$ cat config.mk
export PLATFORM = sky130hd
export DESIGN_NAME = uart_tx_buf
export DESIGN_NICKNAME = d
export VERILOG_FILES = /design/src/rtl/uart_pkg.sv /design/src/rtl/uart_fifo.sv /design/src/rtl/uart_tx_buf.sv
export SDC_FILE = /design/constraint.sdc
export NUM_CORES = 1
export LEC_CHECK = 0
export BUFFER_PORTS_ARGS = -buffer_cell sky130_fd_sc_hd__buf_2
export CAP_MARGIN = 20
export CORE_MARGIN = 1.5
export CORE_UTILIZATION = 40
export DETAILED_ROUTE_END_ITERATION = 6
export MAX_ROUTING_LAYER = met4
export PLACE_DENSITY = 0.61
export SETUP_SLACK_MARGIN = 0.4
export SLEW_MARGIN = 20
export SYNTH_ARGS = -nofsm -noshare
export SYNTH_HDL_FRONTEND = slang
export SYNTH_SLANG_ARGS = --single-unit
$ cat constraint.sdc
create_clock -name clk -period 2.7 [get_ports clk]
set_input_delay 0.27 -clock clk [delete_from_list [all_inputs] [get_ports clk]]
set_output_delay 0.27 -clock clk [all_outputs]
set_load 0.02 [all_outputs]
$ cat src/rtl/uart_pkg.sv
`default_nettype none
// ============================================================================
// Module   : uart_pkg
// Brief    : Shared UART transmitter constants and TX state encoding.
// Revision : 1.0 - initial release
// ============================================================================
package uart_pkg;

    localparam int DELAY_FRAMES_DEFAULT = 234;
    localparam int UART_DATA_BITS       = 8;

    typedef enum logic [2:0] {
        TX_IDLE  = 3'd0,
        TX_START = 3'd1,
        TX_DATA  = 3'd2,
        TX_STOP  = 3'd3
    } tx_state_e;

endpackage
`default_nettype wire

$ cat src/rtl/uart_fifo.sv
`default_nettype none
// ============================================================================
// Module   : uart_fifo
// Brief    : Single-clock byte FIFO with occupancy count; pointers wrap mod DEPTH.
// Revision : 1.0 - initial release
// ============================================================================
module uart_fifo #(
    parameter int DEPTH = 4,
    parameter int WIDTH = 8
) (
    input  logic                       clk,
    input  logic                       reset_n,
    input  logic                       push,
    input  logic [WIDTH-1:0]           wr_data,
    input  logic                       pop,
    output logic [WIDTH-1:0]           rd_data,
    output logic                       full,
    output logic                       empty,
    output logic [$clog2(DEPTH):0]     count
);

    localparam int AW      = $clog2(DEPTH);
    localparam int COUNT_W = AW + 1;

    logic [WIDTH-1:0]   mem_q [DEPTH];
    logic [WIDTH-1:0]   mem_d [DEPTH];
    logic [AW-1:0]      wr_ptr_q, wr_ptr_d;
    logic [AW-1:0]      rd_ptr_q, rd_ptr_d;
    logic [COUNT_W-1:0] count_q, count_d;
    logic               do_push;
    logic               do_pop;

    assign full    = (count_q == COUNT_W'(DEPTH));
    assign empty   = (count_q == '0);
    assign do_push = push && !full;
    assign do_pop  = pop && !empty;
    assign rd_data = mem_q[rd_ptr_q];
    assign count   = count_q;

    always_comb begin
        mem_d    = mem_q;
        wr_ptr_d = wr_ptr_q;
        rd_ptr_d = rd_ptr_q;
        count_d  = count_q;
        if (do_push) begin
            mem_d[wr_ptr_q] = wr_data;
            wr_ptr_d        = wr_ptr_q + 1'b1;
        end
        if (do_pop) begin
            rd_ptr_d = rd_ptr_q + 1'b1;
        end
        case ({do_push, do_pop})
            2'b10:   count_d = count_q + 1'b1;
            2'b01:   count_d = count_q - 1'b1;
            default: count_d = count_q;
        endcase
    end

    always_ff @(posedge clk or negedge reset_n) begin
        if (!reset_n) begin
            wr_ptr_q <= '0;
            rd_ptr_q <= '0;
            count_q  <= '0;
        end else begin
            wr_ptr_q <= wr_ptr_d;
            rd_ptr_q <= rd_ptr_d;
            count_q  <= count_d;
        end
    end

    // Storage needs no reset: a slot is only read after it has been written.
    always_ff @(posedge clk) begin
        mem_q <= mem_d;
    end

endmodule
`default_nettype wire

$ cat src/rtl/uart_tx_buf.sv
`default_nettype none
// ============================================================================
// Module   : uart_tx_buf
// Brief    : Buffered 8N1 UART transmitter: byte FIFO feeding a framing FSM.
// Revision : 1.0 - initial release
// ============================================================================
module uart_tx_buf
    import uart_pkg::*;
#(
    parameter int DELAY_FRAMES = DELAY_FRAMES_DEFAULT,
    parameter int FIFO_DEPTH   = 4
) (
    input  logic                          clk,
    input  logic                          reset_n,
    input  logic [7:0]                    in_data,
    input  logic                          in_valid,
    output logic                          in_ready,
    output logic                          uart_tx,
    output logic                          busy,
    output logic [$clog2(FIFO_DEPTH):0]   fifo_count
);

    localparam int               CNT_W     = $clog2(DELAY_FRAMES);
    localparam logic [CNT_W-1:0] BAUD_LAST = CNT_W'(DELAY_FRAMES - 1);
    localparam logic [2:0]       BIT_LAST  = 3'(UART_DATA_BITS - 1);

    localparam logic [2:0] ST_IDLE  = TX_IDLE;
    localparam logic [2:0] ST_START = TX_START;
    localparam logic [2:0] ST_DATA  = TX_DATA;
    localparam logic [2:0] ST_STOP  = TX_STOP;

    logic [2:0]       state_q, state_d;
    logic [CNT_W-1:0] baud_cnt_q, baud_cnt_d;
    logic [2:0]       bit_idx_q, bit_idx_d;
    logic [7:0]       shift_q, shift_d;
    logic             tx_q, tx_d;

    logic             fifo_pop;
    logic [7:0]       fifo_rd_data;
    logic             fifo_full;
    logic             fifo_empty;
    logic             bit_done;

    uart_fifo #(
        .DEPTH (FIFO_DEPTH),
        .WIDTH (8)
    ) u_fifo (
        .clk     (clk),
        .reset_n (reset_n),
        .push    (in_valid),
        .wr_data (in_data),
        .pop     (fifo_pop),
        .rd_data (fifo_rd_data),
        .full    (fifo_full),
        .empty   (fifo_empty),
        .count   (fifo_count)
    );

    assign in_ready = !fifo_full;
    assign uart_tx  = tx_q;
    assign busy     = (state_q != ST_IDLE);
    assign bit_done = (baud_cnt_q == BAUD_LAST);

    always_comb begin
        state_d    = state_q;
        baud_cnt_d = baud_cnt_q;
        bit_idx_d  = bit_idx_q;
        shift_d    = shift_q;
        tx_d       = tx_q;
        fifo_pop   = 1'b0;
        case (state_q)
            ST_IDLE: begin
                if (!fifo_empty) begin
                    fifo_pop   = 1'b1;
                    shift_d    = fifo_rd_data;
                    tx_d       = 1'b0;
                    baud_cnt_d = '0;
                    state_d    = ST_START;
                end
            end
            ST_START: begin
                if (bit_done) begin
                    baud_cnt_d = '0;
                    bit_idx_d  = '0;
                    tx_d       = shift_q[0];
                    state_d    = ST_DATA;
                end else begin
                    baud_cnt_d = baud_cnt_q + 1'b1;
                end
            end
            ST_DATA: begin
                if (bit_done) begin
                    baud_cnt_d = '0;
                    if (bit_idx_q == BIT_LAST) begin
                        tx_d    = 1'b1;
                        state_d = ST_STOP;
                    end else begin
                        // Present the next bit as the current one is shifted out.
                        bit_idx_d = bit_idx_q + 1'b1;
                        shift_d   = {1'b0, shift_q[7:1]};
                        tx_d      = shift_q[1];
                    end
                end else begin
                    baud_cnt_d = baud_cnt_q + 1'b1;
                end
            end
            ST_STOP: begin
                if (bit_done) begin
                    baud_cnt_d = '0;
                    if (!fifo_empty) begin
                        fifo_pop = 1'b1;
                        shift_d  = fifo_rd_data;
                        tx_d     = 1'b0;
                        state_d  = ST_START;
                    end else begin
                        state_d  = ST_IDLE;
                    end
                end else begin
                    baud_cnt_d = baud_cnt_q + 1'b1;
                end
            end
            default: begin
                tx_d       = 1'b1;
                baud_cnt_d = '0;
                state_d    = ST_IDLE;
            end
        endcase
    end

    always_ff @(posedge clk or negedge reset_n) begin
        if (!reset_n) begin
            state_q    <= ST_IDLE;
            baud_cnt_q <= '0;
            bit_idx_q  <= '0;
            shift_q    <= '0;
            tx_q       <= 1'b1;
        end else begin
            state_q    <= state_d;
            baud_cnt_q <= baud_cnt_d;
            bit_idx_q  <= bit_idx_d;
            shift_q    <= shift_d;
            tx_q       <= tx_d;
        end
    end

endmodule
`default_nettype wire

Word level (Yosys, flattened, before mapping)
Index checks and enable logic that the tools add are counted.
{"block": "op_classes", "add_sub_neg": 6, "magnitude_cmp": 3, "eq_ne": 14, "muxes": 35, "bitwise_logic": 2, "reduce_logical": 16}
{"cell": "$mux W8", "n": 9}
{"cell": "$bwmux W32", "n": 1}
{"cell": "$mux W3", "n": 8}
{"cell": "$pmux W8 S3", "n": 1}
{"cell": "$bmux W8 S2", "n": 1}
{"cell": "$demux W8 S2", "n": 1}
{"cell": "$pmux W8 S2", "n": 1}
{"cell": "$ne A2 B2 Y1 const B", "n": 6}
{"cell": "$pmux W3 S2", "n": 2}
{"cell": "$pmux W3 S4", "n": 1}
{"cell": "$add A8 B1 Y8 const B", "n": 1}
{"cell": "$eq A8 B8 Y1 const B", "n": 1}
{"cell": "$mux W1", "n": 8}
{"cell": "$reduce_and A4 Y1", "n": 2}
{"cell": "$add A3 B1 Y3 const B", "n": 2}
{"cell": "$eq A3 B2 Y1 const B", "n": 2}
{"cell": "$eq A3 B3 Y1 const B", "n": 2}
{"cell": "$ge A3 B3 Y1 const B", "n": 2}
{"cell": "$logic_not A3 Y1", "n": 2}
{"cell": "$not A2 Y3", "n": 2}
{"cell": "$reduce_bool A3 Y1", "n": 2}
{"cell": "$reduce_and A5 Y1", "n": 1}
{"cell": "$add A2 B1 Y2 const B", "n": 2}
{"cell": "$pmux W1 S4", "n": 1}
{"cell": "11 further kinds", "n": 15}
{"block": "totals", "register_bits": 62}

Longest topological paths before layout
{"block": "logic_depth", "ltp_word": 7, "ltp_mapped": 10, "mapped_depth_nobuf": 10}

Cells and area by module
From an unflattened synthesis, not the netlist that was laid out.
{"block": "hier_totals", "hier_cells": 200, "area_unflattened_um2": 2882.8}
{"module": "uart_fifo", "n_inst": 1, "cells_per_inst": 80, "area_per_inst_um2": 1591.5, "seq_area_each_um2": 1136.1}
{"module": "uart_tx_buf", "n_inst": 1, "cells_per_inst": 120, "area_per_inst_um2": 1291.2, "seq_area_each_um2": 551.8}

Worst setup path before layout
OpenSTA, ideal clock, no wires.
{"block": "synth_timing", "path_kind": "flip-flop to flip-flop", "startpoint": "reg u_fifo.count_q[0] (netlist: u_fifo.count[0])", "endpoint": "reg u_fifo.count_q[2] (netlist: u_fifo.count[2])", "setup_time_ns": 0.134, "arrival_ns": 2.005, "slack_ns": 0.562, "stages_incl_launch_ff": 10, "period_less_slack_ns": 2.138, "path_cell_list": "dfrtp_1 > nor2_1 > nand2_1 > and2_1 > inv_1 > ha_1 > fa_1 > xnor2_1 > nor2_1 > xor2_1"}
{"block": "synth_between", "word_cells_on_any_way": 15, "classes_between": "2 x add/sub; 3 x eq/ne; 4 x mux; 6 x reduce/logical"}
{"element": "start, declared", "line_no": "uart_fifo.sv:29", "text": "logic [COUNT_W-1:0] count_q, count_d;"}
{"element": "start signal, assigned", "line_no": "uart_fifo.sv:67", "text": "count_q <= count_d;"}
{"element": "$eq A3 B3 Y1 *", "line_no": "uart_fifo.sv:33", "text": "assign full = (count_q == COUNT_W'(DEPTH));"}
{"element": "$logic_not A1 Y1 *"}
{"element": "via in_ready", "line_no": "uart_tx_buf.sv:17", "text": "output logic in_ready,"}
{"element": "$logic_and A1 B1 Y1 *", "line_no": "uart_fifo.sv:35", "text": "assign do_push = push && !full;"}
{"element": "$eq A2 B1 Y1 / $eq A2 B2 Y1 (equally long branches)", "line_no": "uart_fifo.sv:52", "text": "case ({do_push, do_pop})"}
{"element": "$pmux W3 S2 / $reduce_bool A2 Y1 (equally long branches)"}
The timed path passes the listed nets; every way through them passes the cells marked *.
A chain may end at the register's enable or synchronous reset.

Worst setup path after layout
{"block": "layout_timing", "startpoint": "reg baud_cnt_q[2]", "endpoint": "reg u_fifo.count_q[1] (netlist: u_fifo.count[1])"}
{"block": "layout_between", "elab_chain_cells": 6, "word_cells_on_any_way": 8, "classes_between": "3 x eq/ne; 3 x mux; 2 x reduce/logical"}
{"element": "start, declared", "line_no": "uart_tx_buf.sv:33", "text": "logic [CNT_W-1:0] baud_cnt_q, baud_cnt_d;"}
{"element": "start signal, assigned", "line_no": "uart_tx_buf.sv:139", "text": "baud_cnt_q <= baud_cnt_d;"}
{"element": "$eq A8 B8 Y1 *", "line_no": "uart_tx_buf.sv:62", "text": "assign bit_done = (baud_cnt_q == BAUD_LAST);"}
{"element": "$mux W1 *", "line_no": "uart_tx_buf.sv:108", "text": "if (bit_done) begin"}
{"element": "$pmux W1 S2 *", "line_no": "uart_tx_buf.sv:71", "text": "case (state_q)"}
{"element": "$logic_and A1 B1 Y1 *", "line_no": "uart_fifo.sv:36", "text": "assign do_pop = pop && !empty;"}
{"element": "via u_fifo.do_pop", "line_no": "uart_fifo.sv:31", "text": "logic do_pop;"}
{"element": "$eq A2 B1 Y1 / $eq A2 B2 Y1 (equally long branches)", "line_no": "uart_fifo.sv:52"}
{"element": "$pmux W3 S2 *", "line_no": "uart_fifo.sv:52"}
{"element": "via u_fifo.count_d[1]", "line_no": "uart_fifo.sv:29"}
Marks and branches as above.

==> out/results.tsv <==
metric	value	unit
ir_drop	583.6	µV
syn_area_per_cell	14.64	µm²
skew	11.55	ps
powerDensity	1166	mW/mm²
antenna_cells	0	
hold_class	in2reg	
dpl.hpwl	3275	µm
drive_above_1_share	0.2819	
outcome	complete, no violations	
cts_tree	yes	
die_area	0.007690	mm²
yosysSeqAreaShare	0.5883	
ys_seq_elements	61	
clock_latency	340	ps
worstReg2RegStart	baud_cnt_q[2]	
place_congestion	0.8183	
slowest_delay	450	ps
io_pins	17	
viasPerCell	5.059	
synth_flop_cell	edfxtp_1	
finalHoldViolCount	0	
ant_nets	0	
synthSimpleGateAreaFrac	0.07239	
cp_slowest_cell	dfrtp_1	
placementRows	30	
antenna_found_initial	0	
cts_buffers	9	
slew_violations	0	
muxShareOfSynthArea	0.1478	
slew_headroom	0.5539	
synth_edf_count	32	
rr_worst_depth	6	
fin_nets	247	
synth_fa_ha_area_frac	0.06367	
rsz0062_at_grt	false	
cts_buffer_depth	2	
fin_crit_sh	0.8031	
synth_top_family_by_area	multiplexers	
wl_per_cell	14.83	µm
htree_levels	3	
setup_viol	0	
hold_path_end	u_fifo.mem_q[20]	
synth.distinct_cells	45	
die_w	87.69	µm
critical_path_required	2910	ps
syn-cell-area	0.002869	mm²
synthCells	196	
worst_pin_slew	664.8	ps
grt_pass1_wl	8142	µm
chipHeight	87.69	µm
vias	1634	
synth-async-reset-ratio	0.4754	
fmax	0.4612	GHz
drv_cap	0	
syn_nets	221	
initial_utilization	0.4177	
grt-ovfl-total	0	
drtIter0Drc	81	
cts-root-buf	clkbuf_8	
yosysWarnings	0	
core	0.006869	mm²
crit_buf_inv	0	
end_kind	flip-flop	
final.min_clock_period	2168	ps
synth-compound-area-share	0.07588	
fillerInstances	603	
worstHoldPathCells	1	
wl	4789	µm
drtPass1Iterations	5	
timing.final.ws_setup	531.7	ps
synth_xor_area_frac	0.02137	
clock_sinks	61	
clk_pin_slew	70	ps
drc	0	
setup_tns	0	ps
arrival	2380	ps
grt_max_degree	30	
track_usage	0.1491	
critPathTopFamily	adder cells	
grt_pass1_vias	1611	
start_kind	flip-flop	
crit_type	reg2reg	
port_buffers	16	
p_leak	0.001325	µW
worstHoldStart	in_data[4]	
place_ws	395.0	ps
rrSetupSlack	530	ps
area_growth_syn_to_layout	14.91	%
path_cells	nand4b_1 -> nor3_2 -> o21a_1 -> ha_4 -> fa_1 -> mux2_2	
critPathMaxFanout	8	
r2r-end	u_fifo.count[1]	
==> report_power, final <==
group / leakage [µW] / internal, µW / switching, µW
Sequential: 0.000651 / 1280 / 243
Clock: 0.000101 / 516 / 350
Combinational: 0.000574 / 785 / 672
Total: 0.00133 / 2580 / 1260
==> per-stage QoR <==
step	cell area [µm²]	total power, µW	hold WS [ps]	cells	utilization
after detailed placement	3019	2944	359.9	301	0.4395
after global routing	3297	4115	136.1	323	0.4800
after global placement	3019	2921	345.6	301	0.4395
final	3297	3844	146.4	323	0.4800
after floorplan	2869	2689	-25.59	196	-
after CTS	3242	3820	131.9	318	0.4719
==> worst reg2reg max path, cell delays in order (launching register included) <==
cell      delay [ps]
dfrtp_1          450
nand4b_1         340
nor3_2           210
o21a_1           210
ha_4             160
fa_1             410
mux2_2           270
==> logic make-up (layout without fill, tap and decap cells) <==
logic type,after synthesis,after routing
AO/OA/AOI/OAI,30,30
XOR/XNOR,7,7
adder cells (fa/ha/maj),14,14
buffers and inverters,17,48
flip-flops,61,61
multiplexers,27,27
AND/OR/NAND/NOR,40,40
==> metal layers <==
layer | routed length (µm) | track usage | vias to the layer above | share of wire
met1 | 2487 | 0.2127 | 808 | 0.52
met3 | 164 | 0.04524 | 7 | 0.034
met2 | 2056 | 0.1923 | 27 | 0.43
met4 | 80 | 0.07071 | 0 | 0.017
li1 | - | - | 792 | -
met5 | 0 | - | - | 0
==> layout make-up <==
type,instances,area (µm²),share of cell area
clock buffers,11,131.4,0.03985
clock inverters,5,76.32,0.02315
inverters,10,37.54,0.01139
multi-input cells,118,1116,0.3385
flip-flops and latches,61,1688,0.5120
well taps,96,120.1,0.03643
repair buffers,22,127.6,0.03871
==> worst max-delay path by stage <==
stage,startpoint,endpoint,slack [ps],cells after the start
floorplan,u_fifo.count[0],u_fifo.count[2],560,9
global placement,baud_cnt_q[1],u_fifo.count[1],460,8
detailed placement,baud_cnt_q[1],u_fifo.count[1],390,8
CTS,baud_cnt_q[0],u_fifo.count[2],430,9
global route,baud_cnt_q[2],u_fifo.count[1],420,6
finish,baud_cnt_q[2],u_fifo.count[1],530,6
==> state kept, by name, indices dropped and copies added, names as in the netlist <==
| name | cells |
|---|---|
| u_fifo.mem_q | 32 |
| baud_cnt_q | 8 |
| shift_q | 8 |
| bit_idx_q | 3 |
| u_fifo.count | 3 |
| state_q | 2 |
| u_fifo.rd_ptr_q | 2 |
| u_fifo.wr_ptr_q | 2 |
| uart_tx | 1 |
==> layout by cell type (no fill, tap or decap), types with 3 or more instances in the layout <==
| master | Yosys | final |
|---|---|---|
| a21oi_1 | 3 | 3 |
| a22o_1 | 4 | 4 |
| and3_1 | 7 | 7 |
| buf_2 | 1 | 16 |
| buf_4 | 2 | 5 |
| clkbuf_8 | 0 | 9 |
| dfrtp_1 | 28 | 28 |
| edfxtp_1 | 32 | 32 |
| ha_1 | 13 | 12 |
| inv_1 | 9 | 9 |
| mux2_2 | 9 | 9 |
| mux2_4 | 7 | 7 |
| mux2i_1 | 3 | 3 |
| mux4_2 | 6 | 6 |
| nand2_1 | 6 | 6 |
| nand3_1 | 4 | 4 |
| nor2_1 | 10 | 10 |
| nor3_1 | 6 | 4 |
| o21ai_0 | 5 | 4 |
| xnor2_1 | 5 | 5 |
==> repair_timing <==
| action | in CTS | in global routing |
|---|---|---|
| endpoints found under the setup margin | 1 | 2 |
| pin swaps | 0 | 2 |
| setup buffers | 0 | 5 |
| hold endpoints to repair | 28 | 0 |
| gates resized for setup | 1 | 3 |
| hold buffers | 1 | 0 |
| cloned | 0 | 0 |
==> cells in the mapped netlist (2+ instances only) <==
master     count  area (µm²)
a21oi_1        3       15.01
a22o_1         4       35.03
a31oi_1        2       12.51
and3_1         7       43.79
buf_4          2       15.01
buf_6          2       22.52
clkbuf_1       2       7.510
dfrtp_1       28       700.7
edfxtp_1      32       960.9
ha_1          13       162.7
inv_1          9       33.78
mux2_2         9       101.4
mux2_4         7       105.1
mux2i_1        3       30.03
mux4_1         2       52.55
mux4_2         6       135.1
nand2_1        6       22.52
nand3_1        4       20.02
nor2_1        10       37.54
nor3_1         6       30.03
o211ai_1       2       15.01
o21a_1         2       15.01
o21ai_0        5       25.02
o22a_1         2       17.52
o22ai_1        2       12.51
o2bb2ai_1      2       17.52
xnor2_1        5       43.79
xor2_1         2       17.52
Power figures use the tool's default switching activity.
